$ cat src/rtl/input_debouncer.sv
// rtl/input_debouncer.sv - per-channel 2-FF synchroniser and stability FSM with rise/fall pulses
module input_debouncer #(
   parameter int WIDTH         = 4,
   parameter int STABLE_CYCLES = 16
) (
   input  logic             clk_i,
   input  logic             nrst_i,
   input  logic [WIDTH-1:0] raw_i,
   output logic [WIDTH-1:0] level_o,
   output logic [WIDTH-1:0] rise_o,
   output logic [WIDTH-1:0] fall_o
);

   localparam int CW = $clog2(STABLE_CYCLES + 1);
   localparam logic [CW-1:0] CNT_ZERO = '0;
   localparam logic [CW-1:0] CNT_ONE  = CW'(1);
   localparam logic [CW-1:0] CNT_LAST = CW'(STABLE_CYCLES - 1);

   typedef enum logic [1:0] {
      S_LOW     = 2'd0,
      S_TO_HIGH = 2'd1,
      S_HIGH    = 2'd2,
      S_TO_LOW  = 2'd3
   } state_t;

   logic [WIDTH-1:0] sync1_q, sync1_d;
   logic [WIDTH-1:0] sync2_q, sync2_d;
   logic [WIDTH-1:0] level_q, level_d;
   logic [WIDTH-1:0] rise_q, rise_d;
   logic [WIDTH-1:0] fall_q, fall_d;
   state_t           state_q [WIDTH];
   state_t           state_d [WIDTH];
   logic [CW-1:0]    cnt_q   [WIDTH];
   logic [CW-1:0]    cnt_d   [WIDTH];

   // Two-stage synchroniser; the FSMs only ever look at the second stage.
   always_comb begin
      sync1_d = raw_i;
      sync2_d = sync1_q;
   end

   // Per-channel stability FSM: a new level is accepted only after an unbroken run
   // of STABLE_CYCLES equal samples; any reversal drops back and restarts the count.
   always_comb begin
      level_d = level_q;
      rise_d  = '0;
      fall_d  = '0;
      for (int k = 0; k < WIDTH; k++) begin
         state_d[k] = state_q[k];
         cnt_d[k]   = cnt_q[k];
         case (state_q[k])
            S_LOW: begin
               if (sync2_q[k]) begin
                  state_d[k] = S_TO_HIGH;
                  cnt_d[k]   = CNT_ONE;
               end else begin
                  cnt_d[k]   = CNT_ZERO;
               end
            end
            S_TO_HIGH: begin
               if (!sync2_q[k]) begin
                  state_d[k] = S_LOW;
                  cnt_d[k]   = CNT_ZERO;
               end else if (cnt_q[k] == CNT_LAST) begin
                  state_d[k] = S_HIGH;
                  cnt_d[k]   = CNT_ZERO;
                  level_d[k] = 1'b1;
                  rise_d[k]  = 1'b1;
               end else begin
                  cnt_d[k]   = cnt_q[k] + CNT_ONE;
               end
            end
            S_HIGH: begin
               if (!sync2_q[k]) begin
                  state_d[k] = S_TO_LOW;
                  cnt_d[k]   = CNT_ONE;
               end else begin
                  cnt_d[k]   = CNT_ZERO;
               end
            end
            S_TO_LOW: begin
               if (sync2_q[k]) begin
                  state_d[k] = S_HIGH;
                  cnt_d[k]   = CNT_ZERO;
               end else if (cnt_q[k] == CNT_LAST) begin
                  state_d[k] = S_LOW;
                  cnt_d[k]   = CNT_ZERO;
                  level_d[k] = 1'b0;
                  fall_d[k]  = 1'b1;
               end else begin
                  cnt_d[k]   = cnt_q[k] + CNT_ONE;
               end
            end
            default: begin
               state_d[k] = S_LOW;
               cnt_d[k]   = CNT_ZERO;
               level_d[k] = 1'b0;
            end
         endcase
      end
   end

   // State registers; reset clears everything so no pulse appears on entry or exit.
   always_ff @(posedge clk_i or negedge nrst_i) begin
      if (!nrst_i) begin
         sync1_q <= '0;
         sync2_q <= '0;
         level_q <= '0;
         rise_q  <= '0;
         fall_q  <= '0;
         for (int k = 0; k < WIDTH; k++) begin
            state_q[k] <= S_LOW;
            cnt_q[k]   <= CNT_ZERO;
         end
      end else begin
         sync1_q <= sync1_d;
         sync2_q <= sync2_d;
         level_q <= level_d;
         rise_q  <= rise_d;
         fall_q  <= fall_d;
         for (int k = 0; k < WIDTH; k++) begin
            state_q[k] <= state_d[k];
            cnt_q[k]   <= cnt_d[k];
         end
      end
   end

   assign level_o = level_q;
   assign rise_o  = rise_q;
   assign fall_o  = fall_q;

endmodule

$ cat config.mk
export PLATFORM = sky130hd
export DESIGN_NAME = input_debouncer
export DESIGN_NICKNAME = d
export VERILOG_FILES = /design/src/rtl/input_debouncer.sv
export SDC_FILE = /design/constraint.sdc
export NUM_CORES = 1
export LEC_CHECK = 0
export CORE_MARGIN = 2
export CORE_UTILIZATION = 55
export CTS_CLUSTER_DIAMETER = 50
export DETAILED_ROUTE_END_ITERATION = 8
export GPL_ROUTABILITY_DRIVEN = 0
export PLACE_DENSITY = 0.79
export SETUP_SLACK_MARGIN = 0.02
export SYNTH_ARGS = -nofsm -noshare
export SYNTH_HDL_FRONTEND = slang
export SYNTH_SLANG_ARGS = --single-unit
$ cat constraint.sdc
create_clock -name clk_i -period 1.55 [get_ports clk_i]
set_clock_uncertainty 0.05 [all_clocks]
set_input_delay 0.3875 -clock clk_i [delete_from_list [all_inputs] [get_ports clk_i]]
set_output_delay 0.3875 -clock clk_i [all_outputs]
set_load 0.1 [all_outputs]
==> results.yml <==
layout:
  stdcell_count: 217
  antenna_cells: 0
  layout.nets: 180
  drive_above_1_share_pct: 21.1
  area_growth_pct: 23.0
yosys:
  async_reset_ff_share_pct: 100
  synthCells: 144
  seq_area_frac_synth_pct: 63.5
  synth_area_um2: 1890
  synth.avg_cell_area_um2: 13.1
  ys.flop_type: "dfrtp_1"
  synthesis.nets: 154
  ys_seq_elements: 48
  synth_edf_count: 0
  synthDistinctLibCells: 22
  yosysWarnings: 0
timing:
  setup_tns_ps: 0
  period_share_pct: 93.3
  finalHoldViolCount: 0
  drv_slew: 0
  rsz0062_at_grt: "no"
  finalSetupViolCount: 0
  clock.fmax_mhz: 692
  min_period_ps: 1450
  max_slew.worst_pin.slew_ps: 288
  relSlewSlack_pct: 80.7
clock_tree:
  clkSlewWorstSetupHoldPaths_ps: 130
  clk_path_buf_depth: 2
  post-cts-setup-buffer-count: 0
  cts-root-buf: "clkbuf_4"
  cts_sinks: 48
  cts_tree: "built"
  numCtsBuffers: 5
  clock_latency_ps: 350
  htree_levels: 2
die:
  num_rows: 21
  dieHeight_um: 62.7
  die_w_um: 62.7
  io-pin-count: 18
  initial_core_util_pct: 57.2
  fp.dieArea_um2: 3930
  core_area_um2: 3310
route:
  route.detailed.drc: 0
  wire_per_inst_um: 13.8
  drt-pass1-iter-count: 4
  vias_per_cell: 5.32
  routed_wl_um: 3000
  initialDrtViolationCount: 81
  antenna_left: 0
  vias: 1155
global_routing:
  grt_max_degree: 49
  overflow: 0
  grt_pass1_vias: 1221
  grt_use_total_pct: 18.1
  grt_pass1_wl_um: 5500
  antenna_found_initial: 0
placement:
  numPlacedInstances: 208
  port_buffers: 17
  hpwl_um: 2140
critical_path:
  endpoint_kind: "register"
  cp-start-kind: "register"
  critPathRequiredTime_ps: 1790
  crit_path_max_fanout: 6
  arrival_ps: 1680
  critical_path_class: "reg -> reg"
pwr:
  leakagePower_nw: 1.07
  powerDensity_nw_per_um2: 855
  irDropWorstVdd_mv: 0.743
outcome:
  status: "complete, no violations"
run:
  cap_violations: 0
worst_hold_path:
  holdCritPathClass: "reg -> reg"
cells in the final DEF, fill, tap and decap left out:
master           instances
nor3_1                   4
dfrtp_1                 48
clkbuf_1                 1
clkbuf_8                 1
xnor2_1                  4
nor3b_1                  8
a21oi_1                  5
and4b_2                  1
mux2_4                   4
ha_1                     4
buf_2                    1
and2_2                   1
nand2_4                  4
and2_1                   7
clkbuf_4                 5
nand3_1                  8
inv_1                    4
nor2_1                   8
and3_1                   3
o41ai_1                  3
nor3_2                   1
xor2_1                   8
buf_12                  13
o21ai_0                  4
nand2_1                  8
dlygate4sd3_1            1
clkdlybuf4s50_1          4
and4b_4                  4
clkinvlp_4               1
a31oi_1                  3
per-stage QoR:
step                      worst slack [ps]  utilization (%)  area (um2)  total power [mW]  hold slack, ps
after CTS                             92.5             70.3        2330              2.02             314
final                                  104             70.3        2330              1.99             312
after detailed placement               127             68.1        2260              1.43             286
after global placement                 175             68.1        2260              1.42             283
after floorplan                        167                -        1890              1.37            41.9
after global routing                  42.2             70.3        2330              2.10             321
layer usage:
layer	global-route usage (%)	up-vias	part of all wire, %
met5	0	-	0
met4	5.00	0	0.63
met1	23.4	577	44
met3	6.67	2	4.5
met2	29.2	22	51
li1	-	554	-
path summary, 6_finish.rpt:
kind	from	endpoint	slack, ps	depth (start not counted)
setup reg to reg	cnt_q[10]$_DFF_PN0_	level_o[1]$_DFFE_PN0P_	100	4
min in group asynchronous	nrst_i	cnt_q[14]$_DFF_PN0_	480	3
setup / recovery	cnt_q[10]$_DFF_PN0_	level_o[1]$_DFFE_PN0P_	100	4
hold / removal	sync1_q[1]$_DFF_PN0_	sync2_q[1]$_DFF_PN0_	310	0
max in group asynchronous	nrst_i	cnt_q[5]$_DFF_PN0_	730	3
hold reg to reg	sync1_q[1]$_DFF_PN0_	sync2_q[1]$_DFF_PN0_	310	0
critical path, cell delays in order, from the launching register on:
cell and delay [ps]:
dfrtp_1 420, ha_1 240, and4b_4 250, and4b_2 260, nor3_2 160
cells in the mapped netlist, drive strengths merged (4+ instances only):
master   n  share of area [%]
xor2     8                3.7
a21oi    5                1.3
nor3     5                1.6
ha       4                2.6
nand3    8                2.1
mux2     4                3.2
nor3b    8                3.2
o21ai    4                1.1
and2     8                2.7
nor2     8                1.6
dfrtp   48                 63
nand2   12                4.0
inv      4               0.79
and4b    5                3.5
xnor2    4                1.9
layout make-up:
cell class | instances | area [um2]
Clock inverter | 1 | 7.51
Clock buffer | 7 | 55.1
Tap cell | 46 | 57.6
Fill cell | 240 | 982
Inverter | 4 | 15.0
Multi-Input combinational cell | 92 | 677
Timing Repair Buffer | 19 | 315
Sequential cell | 48 | 1200
repair_timing:
action                                 in CTS  in global routing
resized for setup                           0                  0
hold buffers                                1                  0
endpoints found under the hold margin      48                  0
flip-flops by register name, summed over array words and instances, names as in the netlist, named ones only:
| signal | cells |
|---|---|
| cnt_q | 20 |
| fall_o | 4 |
| level_o | 4 |
| rise_o | 4 |
| state_q | 4 |
| sync1_q | 4 |
| sync2_q | 4 |
report_power, final:
group	total, mW	internal [mW]	switching, mW	leakage (nW)
registers	1.31	1.28	0.0308	0.634
clock network	0.590	0.223	0.367	0.0315
logic	0.0887	0.0410	0.0476	0.405
total	1.99	1.55	0.446	1.07
logic make-up after synthesis:
| family | Yosys count | synth area share (%) |
|---|---|---|
| adders and majority gates | 4 | 2.64 |
| and+or+nand+nor | 57 | 19.6 |
| DFF | 48 | 63.4 |
| muxes | 4 | 3.17 |
| xor gates and xnor gates | 12 | 5.55 |
| AOI/OAI and AO/OA | 15 | 4.76 |
| buffers and inverters | 4 | 0.793 |
No activity file was read; power rests on OpenSTA's default activity.
